`src/rtl/load_ctrl.sv`:
```
// load_ctrl: memory-stage load controller for the SRAM-like data port.
// Issues one aligned load at a time, waits for read data and extends the addressed lane.
module load_ctrl (
  input  logic        clk,
  input  logic        rst,
  input  logic        load_valid,
  input  logic [5:0]  opM,
  input  logic [31:0] addr,
  input  logic        flush,
  output logic        data_req,
  output logic        data_wr,
  output logic [1:0]  data_size,
  output logic [31:0] data_addr,
  input  logic        data_addr_ok,
  input  logic        data_data_ok,
  input  logic [31:0] data_rdata,
  output logic        stall,
  output logic        rdata_valid,
  output logic [31:0] load_data,
  output logic        adel,
  output logic [31:0] badvaddr
);

  localparam logic [5:0] OP_LB  = 6'b100000;
  localparam logic [5:0] OP_LBU = 6'b100100;
  localparam logic [5:0] OP_LH  = 6'b100001;
  localparam logic [5:0] OP_LHU = 6'b100101;
  localparam logic [5:0] OP_LW  = 6'b100011;

  typedef enum logic [2:0] {
    S_IDLE,
    S_REQ,
    S_WAIT,
    S_DONE,
    S_CANCEL
  } state_t;

  state_t      state;
  state_t      state_nxt;
  logic [5:0]  op_q;
  logic        is_load;
  logic        misaligned;
  logic [1:0]  size_dec;
  logic        accept;
  logic        capture;
  logic [7:0]  byte_sel;
  logic [15:0] half_sel;
  logic [31:0] ext_data;

  assign data_wr = 1'b0;

  // Opcode decode: transfer size and alignment check for the incoming load
  always_comb begin
    is_load    = 1'b1;
    size_dec   = 2'd0;
    misaligned = 1'b0;
    case (opM)
      OP_LB, OP_LBU: size_dec = 2'd0;
      OP_LH, OP_LHU: begin
        size_dec   = 2'd1;
        misaligned = addr[0];
      end
      OP_LW: begin
        size_dec   = 2'd2;
        misaligned = |addr[1:0];
      end
      default: is_load = 1'b0;
    endcase
  end

  // Next-state and handshake/stall outputs
  always_comb begin
    state_nxt   = state;
    data_req    = 1'b0;
    stall       = 1'b0;
    rdata_valid = 1'b0;
    adel        = 1'b0;
    badvaddr    = 32'h0;
    accept      = 1'b0;
    capture     = 1'b0;
    case (state)
      S_IDLE: begin
        if (load_valid && is_load) begin
          if (misaligned) begin
            adel     = 1'b1;
            badvaddr = addr;
          end else if (!flush) begin
            accept    = 1'b1;
            stall     = 1'b1;
            state_nxt = S_REQ;
          end
        end
      end
      S_REQ: begin
        data_req = 1'b1;
        stall    = 1'b1;
        if (flush) begin
          // A request already fully answered has nothing left to drain
          state_nxt = (data_addr_ok && !data_data_ok) ? S_CANCEL : S_IDLE;
        end else if (data_addr_ok) begin
          if (data_data_ok) begin
            capture   = 1'b1;
            state_nxt = S_DONE;
          end else begin
            state_nxt = S_WAIT;
          end
        end
      end
      S_WAIT: begin
        stall = 1'b1;
        if (flush) begin
          state_nxt = data_data_ok ? S_IDLE : S_CANCEL;
        end else if (data_data_ok) begin
          capture   = 1'b1;
          state_nxt = S_DONE;
        end
      end
      S_DONE: begin
        rdata_valid = !flush;
        state_nxt   = S_IDLE;
      end
      S_CANCEL: begin
        stall = 1'b1;
        if (data_data_ok) state_nxt = S_IDLE;
      end
      default: state_nxt = S_IDLE;
    endcase
  end

  // Lane extraction from the latched address and opcode
  always_comb begin
    byte_sel = 8'(data_rdata >> {data_addr[1:0], 3'b000});
    half_sel = data_addr[1] ? data_rdata[31:16] : data_rdata[15:0];
    case (op_q)
      OP_LB:   ext_data = {{24{byte_sel[7]}}, byte_sel};
      OP_LBU:  ext_data = {24'h0, byte_sel};
      OP_LH:   ext_data = {{16{half_sel[15]}}, half_sel};
      OP_LHU:  ext_data = {16'h0, half_sel};
      default: ext_data = data_rdata;
    endcase
  end

  always_ff @(posedge clk) begin
    if (rst) begin
      state     <= S_IDLE;
      op_q      <= 6'h0;
      data_addr <= 32'h0;
      data_size <= 2'd0;
      load_data <= 32'h0;
    end else begin
      state <= state_nxt;
      if (accept) begin
        op_q      <= opM;
        data_addr <= addr;
        data_size <= size_dec;
      end
      if (capture) load_data <= ext_data;
    end
  end

endmodule

```
`config.mk`:
```
export PLATFORM = sky130hd
export DESIGN_NAME = load_ctrl
export DESIGN_NICKNAME = d
export VERILOG_FILES = /design/src/rtl/load_ctrl.sv
export SDC_FILE = /design/constraint.sdc
export NUM_CORES = 1
export LEC_CHECK = 0
export BUFFER_PORTS_ARGS = -buffer_cell sky130_fd_sc_hd__clkbuf_2
export CORE_ASPECT_RATIO = 0.6
export CORE_MARGIN = 8
export CORE_UTILIZATION = 50
export DETAILED_ROUTE_END_ITERATION = 8
export PLACE_DENSITY_LB_ADDON = 0.15
export SLEW_MARGIN = 20
export SYNTH_ARGS = -nofsm -noshare
export SYNTH_HDL_FRONTEND = slang
export SYNTH_SLANG_ARGS = --single-unit
```
`constraint.sdc`:
```
create_clock -name clk -period 5.66 [get_ports clk]
set_input_delay 0.283 -clock clk [delete_from_list [all_inputs] [get_ports clk]]
set_output_delay 0.283 -clock clk [all_outputs]
set_load 0.005 [all_outputs]
```
[Yosys cells after proc, flatten, opt, wreduce, memory -nomap -nowiden]
Index checks and enable logic that the tools add are counted.
Operators by class
  eq/ne operators: 19
  reductions and logical operators: 10
  multiplexer cells: 35
  shift operators: 1
Operator list (count)
  $pmux W32 S4: 1
  $mux W32: 3
  $eq A6 B6 Y1 const B: 9
  $shr A32 B5 Y8: 1
  $mux W3: 10
  $mux W16: 1
  $mux W1: 15
  $pmux W3 S4: 1
  $ne A2 B2 Y1 const B: 4
  $eq A3 B2 Y1 const B: 2
  $ne A3 B3 Y1 const B: 2
  $pmux W1 S2: 3
  $reduce_and A6 Y1: 1
  $reduce_or A5 Y1: 1
  $pmux W2 S2: 1
  $reduce_or A2 Y1: 2
  $eq A3 B1 Y1 const B: 1
  $eq A3 B3 Y1 const B: 1
  $logic_not A3 Y1: 1
  $reduce_or A3 Y1: 1
  $logic_and A1 B1 Y1: 2
  $logic_not A1 Y1: 2
Word-level totals
  logic and storage cells: 70
  bits in registers: 75
  output and inout bits: 103
  bits of input ports: 76

[Longest topological paths before layout]
Gate-level depths: netlist of run 1.
  depth in word-level cells: 6
  mapped depth: 7
  mapped depth without buffers: 4

[Worst setup path after synthesis of run 1]
Ideal clock, no wire load.
  path type: reg-to-output
  from: register state[0]
  to: output port badvaddr[22]
  path buffers: 3
  required time: 5.377 ns
  slack: 3.639 ns
  data arrival time: 1.738 ns
  cell stages (with the launch flop): 8
  path through: dfxtp_1 > buf_6 > or3_4 > a2111o_1 > buf_6 > nor2_4 > buf_6 > and2_1
Between the ends
  longest elaborated chain between the ends: 2
Ends and longest elaborated chain
  start: declaration: RTL line 38  | state_t state;
  start signal: assignment: RTL line 151  | state <= state_nxt;
  $logic_not A3 Y1: RTL line 81  | case (state)
  $mux W32: RTL line 81
  end: declaration: RTL line 21  | output logic [31:0] badvaddr
No other way between the ends.

[Worst setup path after layout of run 1]
  from: register state[1]
  to: output port badvaddr[26]
The elaborated chain is that of the path after synthesis.

==> flow_metrics.py, run 1 <==
metrics = {
    "timing": {
        "rsz0062_at_grt": "false",
        "final-hold-violation-count": 0,
        "min_period_over_period": 0.4828,
        "min_period_ns": 2.733,
        "drv_slew": 0,
        "skew_ns": 0.003849,
        "worst_pin_slew_ns": 1.005,
        "setup_viol": 0,
        "max_freq_ghz": 0.3660,
        "slew_headroom": 0.3300,
        "fin_setup_tns_ns": 0,
    },
    "critical_path": {
        "critPathSlowestCell": "nor2_4",
        "slowest_delay_ns": 0.48,
        "cp_top_family": "simple AND/OR/NAND/NOR gates",
        "start_kind": "flop",
        "critical_path_class": "reg -> out",
        "crit_chain": "or3_4 -> a2111o_1 -> nor2_4 -> and2_1 -> clkbuf_2",
        "path_max_fanout": 33,
        "critPathBufInv": 1,
        "critPathCaptureType": "output pin",
        "arrival_ns": 2.45,
        "cp.required_ns": 5.38,
    },
    "pwr": {
        "powerDensity_nw_per_um2": 257.6,
        "leakagePower_nw": 2.170,
        "vdd_ir_drop_max_v": 0.0001464,
    },
    "floorplan": {
        "ios": 179,
        "core_region_area_sq_um": 7267,
        "die_area_sq_um": 10610,
        "die_w_um": 127.8,
        "rows": 24,
        "initial_utilization": 0.5158,
        "fp.dieH_um": 83.07,
    },
    "global_routing": {
        "track_usage": 0.2280,
        "antenna_found_initial": 0,
        "overflow": 0,
        "grt_pass1_wl_um": 19810,
        "grt_pass1_vias": 3879,
        "grt_max_degree": 43,
    },
    "clock_network": {
        "cts_resized": 0,
        "root_buffer": "clkbuf_16",
        "htree_levels": 3,
        "insertion_delay_ns": 0.33,
        "cts_inserted_buffers": 9,
        "cts.sinks": 75,
        "clkTransAtPathRegs_ns": 0.06,
        "cts_hold_buf": 0,
        "cts_tree": "built",
        "postCtsSetupBuffers": 0,
        "cts_buffer_depth": 2,
    },
    "yosys": {
        "synth_nets": 547,
        "synth_xor_area_frac": 0.002336,
        "synthSimpleGateAreaFrac": 0.2113,
        "yosysSeqAreaShare": 0.4005,
        "synth_top_family_by_area": "compound AO/OA/AOI/OAI gates",
        "synth-seq-cells": 75,
        "synth_edf_count": 0,
        "ys_types": 43,
        "yosys_most_used_dff": "dfxtp_1",
        "synth-adder-area-share": 0,
        "synth.avg_cell_area_sq_um": 7.959,
        "ys.warnings.count": 0,
        "synth_cells": 471,
        "synth_compound_gate_area_share": 0.2794,
        "async_reset_ff_frac": 0,
        "syn-cell-area_sq_um": 3749,
        "synthMuxAreaShare": 0.02904,
    },
    "final_layout": {
        "mostFrequentLayoutCells": "177 x clkbuf_2, 75 x dfxtp_1, 70 x a21oi_1, 67 x o21ai_0, 43 x nand3_1",
        "nFillCells": 661,
        "finalNonFillerCells": 728,
        "syn2layout_area_growth_pct": 30.57,
        "layout_commonest_cell": "clkbuf_2",
        "nets": 695,
        "drive_gt1_frac": 0.3381,
        "diodes": 0,
    },
    "route": {
        "drtIter0Drc": 379,
        "dr_total_vias": 4078,
        "wl_um": 12640,
        "routed_via_density": 5.602,
        "firstDrtPassIters": 5,
        "wl_per_cell_um": 17.36,
        "drc": 0,
        "ant_nets": 0,
    },
    "run_status": {
        "outcome": "finished, final reports clean",
    },
    "placement": {
        "gp_congestion": 0.9257,
        "dpl.cell_count": 712,
        "port_buffers": 177,
        "hpwl_um": 9276,
    },
    "worst_hold_path": {
        "hp-class": "in -> reg",
    },
    "job": {
        "drv_cap": 0,
    },
}
-- worst paths after layout --
path | depth (start not counted) | slack, ns | start | endpoint
max | 5 | 2.93 | state[1] | badvaddr[26]
min | 2 | 0.17 | data_data_ok | state[2]
max reg2reg | 5 | 3.19 | state[1] | load_data[16]
min reg2reg | 2 | 0.47 | data_size[1] | data_size[1]
-- where the power goes --
group	switching [W]	internal (W)	total, W	leakage, nW
sequential	0.00000357	0.000532	0.000536	0.604
combinational	0.0000674	0.0000428	0.000110	1.41
clock	0.000217	0.000398	0.000615	0.157
total	0.000288	0.000973	0.00126	2.17
-- cells in the mapped netlist (all sizes together), types with 7 or more instances --
library cell	instances	area share
nand2	40	0.040
mux2	7	0.021
a22oi	8	0.016
nand2b	11	0.018
inv	9	0.0090
o32ai	7	0.016
buf	19	0.040
and2	32	0.053
a21oi	70	0.093
nand3	43	0.057
clkbuf	26	0.027
o21ai	67	0.089
dfxtp	75	0.40
o22ai	13	0.022
-- metal layers --
metal,up-vias,track usage,part of all wire
met5,-,0,0
met4,0,0.05794,0.011
met3,18,0.07908,0.10
met2,198,0.3418,0.44
met1,1879,0.3040,0.45
li1,1983,-,-
-- worst register-to-register path, cell delays in order, from the launching register on --
cell	delay, ns
dfxtp_1	0.55
nand2b_1	0.18
a2111oi_4	0.36
buf_4	0.38
o31a_1	0.68
a21oi_1	0.16
-- flip-flops by register name, indices dropped and copies added (netlist names) --
register / cells
data_addr: 32
load_data: 32
op_q: 6
state: 3
data_size: 2
-- layout make-up --
type | count | area (sq um) | area share
sequential | 75 | 1501 | 0.3067
clock inverter | 4 | 73.82 | 0.01508
inverter | 10 | 37.54 | 0.007669
timing repair buffer | 182 | 923.4 | 0.1887
clock buffer | 12 | 246.5 | 0.05036
multi-input combinational | 341 | 1982 | 0.4049
tap | 104 | 130.1 | 0.02658
-- cells by family after synthesis --
| family | count (synthesis) |
|---|---|
| compound gates | 180 |
| xor+xnor | 1 |
| buf+inv | 55 |
| flops | 75 |
| mux | 10 |
| other cells | 1 |
| simple gates | 149 |
-- per-stage QoR --
| stage | total power, W | worst slack (ns) | util | area [sq um] | hold slack [ns] |
|---|---|---|---|---|---|
| 3_3_place_gp | 0.0006535 | 2.918 | 0.6295 | 4574 | 0.4519 |
| 4_1_cts | 0.001270 | 2.944 | 0.6736 | 4895 | 0.1543 |
| 3_5_place_dp | 0.0006550 | 2.840 | 0.6295 | 4574 | 0.4647 |
| 5_1_grt | 0.001304 | 2.819 | 0.6736 | 4895 | 0.1680 |
| 6_report | 0.001261 | 2.928 | 0.6736 | 4895 | 0.1748 |
| 2_1_floorplan | 0.0006046 | 3.639 | - | 3749 | 0.3623 |
Power figures use the tool's default switching activity.
==> run 2, diff against run 1 <==
- CORE_UTILIZATION: 50 -> 42
- clock period: 5.66 -> 2.3 ns (I/O delays scaled with it)
==> run 2 against run 1 <==
Compared with the run above:
- worst setup slack worse by 2.8 ns
- sequential power is 150% higher
- worst hold slack worse by 0.15 ns
- utilization is 8.6 points lower
- global-route usage is 1.3 points lower
- combinational power grew to 2.6 times the previous value
- non-clock buffer count is 14 higher
- routed wire length is 7.1% higher
- via count is 2.3% higher
- largest cell class unchanged
==> flow_metrics.py, run 2 (same netlist as run 1, synthesis figures left out) <==
metrics = {
    "route": {
        "ant_nets": 0,
        "wl_per_cell_um": 18.03,
        "routed_via_density": 5.563,
        "wl_um": 13530,
        "drtIter0Drc": 384,
        "drc": 0,
        "firstDrtPassIters": 5,
        "dr_total_vias": 4172,
    },
    "timing": {
        "min_period_ns": 2.179,
        "final-hold-violation-count": 0,
        "rsz0062_at_grt": "false",
        "min_period_over_period": 0.9473,
        "worst_pin_slew_ns": 0.9812,
        "drv_slew": 0,
        "worst_hold_slack_ns": 0.02124,
        "max_freq_ghz": 0.4590,
        "setup_viol": 0,
        "skew_ns": 0.007997,
        "slew_headroom": 0.3446,
        "fin_setup_tns_ns": 0,
    },
    "critical_path": {
        "critical_path_class": "reg -> out",
        "start_kind": "flop",
        "critPathCaptureType": "output pin",
        "arrival_ns": 2.06,
        "path_max_fanout": 31,
        "cp.required_ns": 2.18,
    },
    "final_layout": {
        "drive_gt1_frac": 0.3574,
        "nets": 709,
        "layout_commonest_cell": "clkbuf_2",
        "finalInstanceArea_sq_um": 5045,
        "mostFrequentLayoutCells": "177 x clkbuf_2, 74 x dfxtp_1, 70 x a21oi_1, 67 x o21ai_0, 43 x nand3_1",
        "largestRegisters": "data_addr x32, load_data x32, op_q x6",
        "diodes": 0,
        "syn2layout_area_growth_pct": 34.58,
    },
    "pwr": {
        "vdd_ir_drop_max_v": 0.0003760,
        "leakagePower_nw": 2.254,
        "powerDensity_nw_per_um2": 640.7,
    },
    "placement": {
        "dpl-instance-area_sq_um": 4687,
        "hpwl_um": 10190,
        "port_buffers": 177,
        "gp_congestion": 0.9462,
    },
    "global_routing": {
        "overflow": 0,
        "grt_pass1_vias": 3796,
        "grt_max_degree": 42,
        "track_usage": 0.2145,
        "antenna_found_initial": 1,
        "grt_pass1_wl_um": 20590,
    },
    "clock_network": {
        "cts.sinks": 75,
        "htree_levels": 3,
        "insertion_delay_ns": 0.33,
        "root_buffer": "clkbuf_16",
        "cts_buffer_depth": 2,
        "cts_tree": "built",
        "cts_inserted_buffers": 9,
        "clkTransAtPathRegs_ns": 0.06,
    },
    "floorplan": {
        "fp.dieH_um": 89.18,
        "die_area_sq_um": 12300,
        "die_w_um": 138.0,
        "ios": 179,
        "core_region_area_sq_um": 8588,
        "initial_utilization": 0.4365,
        "rows": 26,
    },
    "job": {
        "drv_cap": 0,
    },
    "run_status": {
        "outcome": "finished, final reports clean",
    },
    "worst_hold_path": {
        "hp-class": "in -> reg",
    },
}
run 2: changes by cell type in the layout (fill, tap and decap cells not counted), sizes merged:
cell      change
clkbuf        -3
bufinv        +1
clkinv        +1
clkinvlp      +1
buf          +14
run 2: path summary, 6_finish.rpt:
| path | start | endpoint | slack (ns) | cells after the start |
|---|---|---|---|---|
| worst min-delay path | data_data_ok | state[2] | 0.02 | 2 |
| worst max-delay path | state[0] | badvaddr[30] | 0.12 | 6 |
| worst max register to register | state[0] | op_q[1] | 0.21 | 6 |
| worst min register to register | data_size[1] | data_size[1] | 0.47 | 2 |
run 2: per-layer routing:
layer	wire, um	track usage	vias up
met5	12	0	-
li1	-	-	2014
met1	5915	0.3026	1957
met2	5914	0.3026	186
met3	1551	0.07688	13
met4	131	0.04947	2
run 2: area by class of cell:
type	instances	area [sq um]
Fill cell	815	3543
Clock buffer	9	225.2
Timing Repair Buffer	196	1041
Tap cell	112	140.1
Inverter	10	37.54
Clock inverter	7	116.4
Sequential cell	75	1503
Multi-Input combinational cell	341	1982
run 2: where the power goes:
| group | internal [W] | total, W | switching [W] | leakage (nW) |
|---|---|---|---|---|
| sequential | 0.00131 | 0.00132 | 0.00000727 | 0.605 |
| clock | 0.00106 | 0.00163 | 0.000569 | 0.165 |
| combinational | 0.000112 | 0.000289 | 0.000177 | 1.48 |
run 2: timing repair:
item,in CTS,in global routing
pin swaps,1,1
buffers inserted,1,1
resized for setup,0,1
setup endpoints to repair,31,30
hold endpoints to repair,0,0
hold buffers,0,0
run 2: metrics by stage:
stage               cells    util  total power, W  setup slack [ns]
finish                750  0.5874        0.003232            0.1212
global route          750  0.5874        0.003343          0.006625
CTS                   749  0.5864        0.003247           0.03343
detailed placement    732  0.5457        0.001626            0.1483
global placement      732  0.5457        0.001623            0.2186
floorplan             471       -        0.001488            0.4470
run 2: worst max-delay path: stages (launching register included):
cell      delay, ns
dfxtp_1        0.38
or3_4          0.44
a2111o_1       0.36
nor2_4         0.14
buf_12         0.16
and2_1         0.14
clkbuf_2       0.11
==> run 3, diff against run 2 <==
- CORE_UTILIZATION: 42 -> 35
==> run 3 against run 2 <==
Compared with the run above:
- first-iteration DRC count decreased by 24%
- global-route usage down 3.4 points
- die area rose by 17%
- final cell count is 3.7% higher
- register-to-register slack better by 0.03 ns
- count of clock-buffer cells in the layout unchanged
- highest routed layer is now met4
- clock power decreased by 18%
- critical path type unchanged
- sequential power hardly changed
- routed wire length up 0.23%
- largest cell class unchanged
- final area shrank 0.30%
- largest power group unchanged
- power is 9.1% lower
==> flow_metrics.py, run 3 (same netlist as run 1, synthesis figures left out) <==
metrics = {
    "clock_network": {
        "cts_inserted_buffers": 9,
        "root_buffer": "clkbuf_16",
        "clkTransAtPathRegs_ns": 0.06,
        "cts.sinks": 75,
        "htree_levels": 3,
        "cts_tree": "built",
        "insertion_delay_ns": 0.34,
        "cts_buffer_depth": 2,
    },
    "route": {
        "dr_wl_met2_um": 5844,
        "dr_total_vias": 4038,
        "wl_met3_um": 993,
        "ant_nets": 0,
        "met1_length_um": 6609,
        "drtIter0Drc": 291,
        "routed_via_density": 5.190,
        "wl_um": 13560,
        "firstDrtPassIters": 5,
        "wl_per_cell_um": 17.43,
        "top_layer_used": "met4",
        "drc": 0,
    },
    "pwr": {
        "powerDensity_nw_per_um2": 584.2,
        "power_switching_w": 0.0007791,
        "total_power_w": 0.002938,
        "p_int_w": 0.002159,
        "pwr-share-clk": 0.453,
        "p_seq_frac": 0.448,
        "swShare": 0.2652,
        "combPwrFrac": 0.099,
        "leakagePower_nw": 2.216,
        "vdd_ir_drop_max_v": 0.0003575,
    },
    "floorplan": {
        "initial_utilization": 0.3575,
        "fp.dieH_um": 96.17,
        "die_w_um": 149.6,
        "ios": 179,
        "rows": 29,
        "die_area_sq_um": 14390,
        "core_region_area_sq_um": 10490,
    },
    "critical_path": {
        "arrival_ns": 2.07,
        "r2r-end": "data_size[1]",
        "critPathBufInv": 2,
        "critPathSlowestCell": "or3_4",
        "cp.required_ns": 2.18,
        "critical_path_class": "reg -> out",
        "cp_top_family": "simple AND/OR/NAND/NOR gates",
        "crit_start": "state[0]",
        "critPathCaptureType": "output pin",
        "crit_chain": "or3_4 -> a2111o_1 -> nor2_4 -> buf_12 -> and2_1 -> clkbuf_2",
        "reg2reg_slack_ns": 0.24,
        "rr_worst_depth": 6,
        "slowest_delay_ns": 0.43,
        "rr_startpoint": "state[0]",
        "path_max_fanout": 32,
        "start_kind": "flop",
    },
    "final_layout": {
        "layout_commonest_cell": "clkbuf_2",
        "syn2layout_area_growth_pct": 34.18,
        "largestRegisters": "data_addr x32, load_data x32, op_q x6",
        "nets": 710,
        "mostFrequentLayoutCells": "177 x clkbuf_2, 74 x dfxtp_1, 70 x a21oi_1, 67 x o21ai_0, 43 x nand3_1",
        "drive_gt1_frac": 0.3568,
        "diodes": 0,
    },
    "timing": {
        "min_period_ns": 2.180,
        "max_freq_ghz": 0.4586,
        "slew_headroom": 0.5386,
        "fin_setup_tns_ns": 0,
        "setup_viol": 0,
        "skew_ns": 0.007165,
        "final-hold-violation-count": 0,
        "worst_pin_slew_ns": 0.6921,
        "min_period_over_period": 0.9480,
        "drv_slew": 0,
        "rsz0062_at_grt": "false",
    },
    "run_status": {
        "outcome": "finished, final reports clean",
    },
    "global_routing": {
        "grt_pass1_vias": 3769,
        "track_usage": 0.1804,
        "antenna_found_initial": 0,
        "grt_pass1_wl_um": 20310,
        "overflow": 0,
        "grt_max_degree": 42,
    },
    "worst_hold_path": {
        "min_path_cells": 3,
        "hold_end": "load_data[20]",
        "hp-class": "in -> reg",
        "hold_start": "data_rdata[20]",
    },
    "placement": {
        "hpwl_um": 10100,
        "port_buffers": 177,
        "gp_congestion": 0.8245,
    },
    "job": {
        "drv_cap": 0,
    },
}
==> run 3: how the worst max path moves through the flow <==
stage	to	depth (start not counted)
after floorplan	badvaddr[22]	7
after CTS	badvaddr[10]	6
after detailed placement	data_size[1]	5
after global routing	badvaddr[4]	6
final	badvaddr[23]	6
after global placement	data_size[1]	5
==> run 3: repair_timing <==
action / CTS / global route
resized for setup: 1 / 3
hold buffers: 1 / 1
setup endpoints to repair: 32 / 31
buffers inserted: 1 / 0
cloned: 0 / 0
hold endpoints to repair: 1 / 1
pin swaps: 1 / 0
==> run 3: final cells by class <==
class | instances | area, sq um
Clock buffer | 9 | 225.2
Clock inverter | 7 | 52.55
Fill cell | 1044 | 5456
Inverter | 10 | 37.54
Multi-Input combinational cell | 341 | 1984
Sequential cell | 75 | 1503
Tap cell | 139 | 173.9
Timing Repair Buffer | 197 | 1054
==> run 3: stage by stage <==
stage	worst slack (ns)	instance area [sq um]	utilization	hold WS, ns	cells
floorplan	0.4470	3749	-	0.1943	471
global placement	0.2377	4708	0.4490	0.3466	759
detailed placement	0.1829	4708	0.4490	0.3517	759
CTS	0.03710	5007	0.4775	0.002200	777
global route	0.03920	5030	0.4797	0.01142	778
finish	0.1197	5030	0.4797	0.01449	778
==> run 3: power by group through the flow <==
stage / clock [W] / sequential [W] / combinational (W)
floorplan: 0 / 0.00134 / 0.000144
global placement: 0 / 0.00134 / 0.000280
detailed placement: 0 / 0.00135 / 0.000283
CTS: 0.00136 / 0.00132 / 0.000287
global route: 0.00142 / 0.00132 / 0.000315
finish: 0.00133 / 0.00132 / 0.000292
==> run 3: routing by layer <==
layer | global-route usage | vias up
li1 | - | 2005
met1 | 0.2531 | 1887
met2 | 0.2575 | 138
met3 | 0.06009 | 8
met4 | 0.04845 | 0
met5 | 0 | -
==> run 3: worst reg2reg max path, cell delays in order, from the launching register on <==
cell,delay (ns)
dfxtp_2,0.36
or3_4,0.43
a2111o_1,0.36
buf_4,0.18
buf_4,0.22
nor2_1,0.27
o21ai_0,0.13
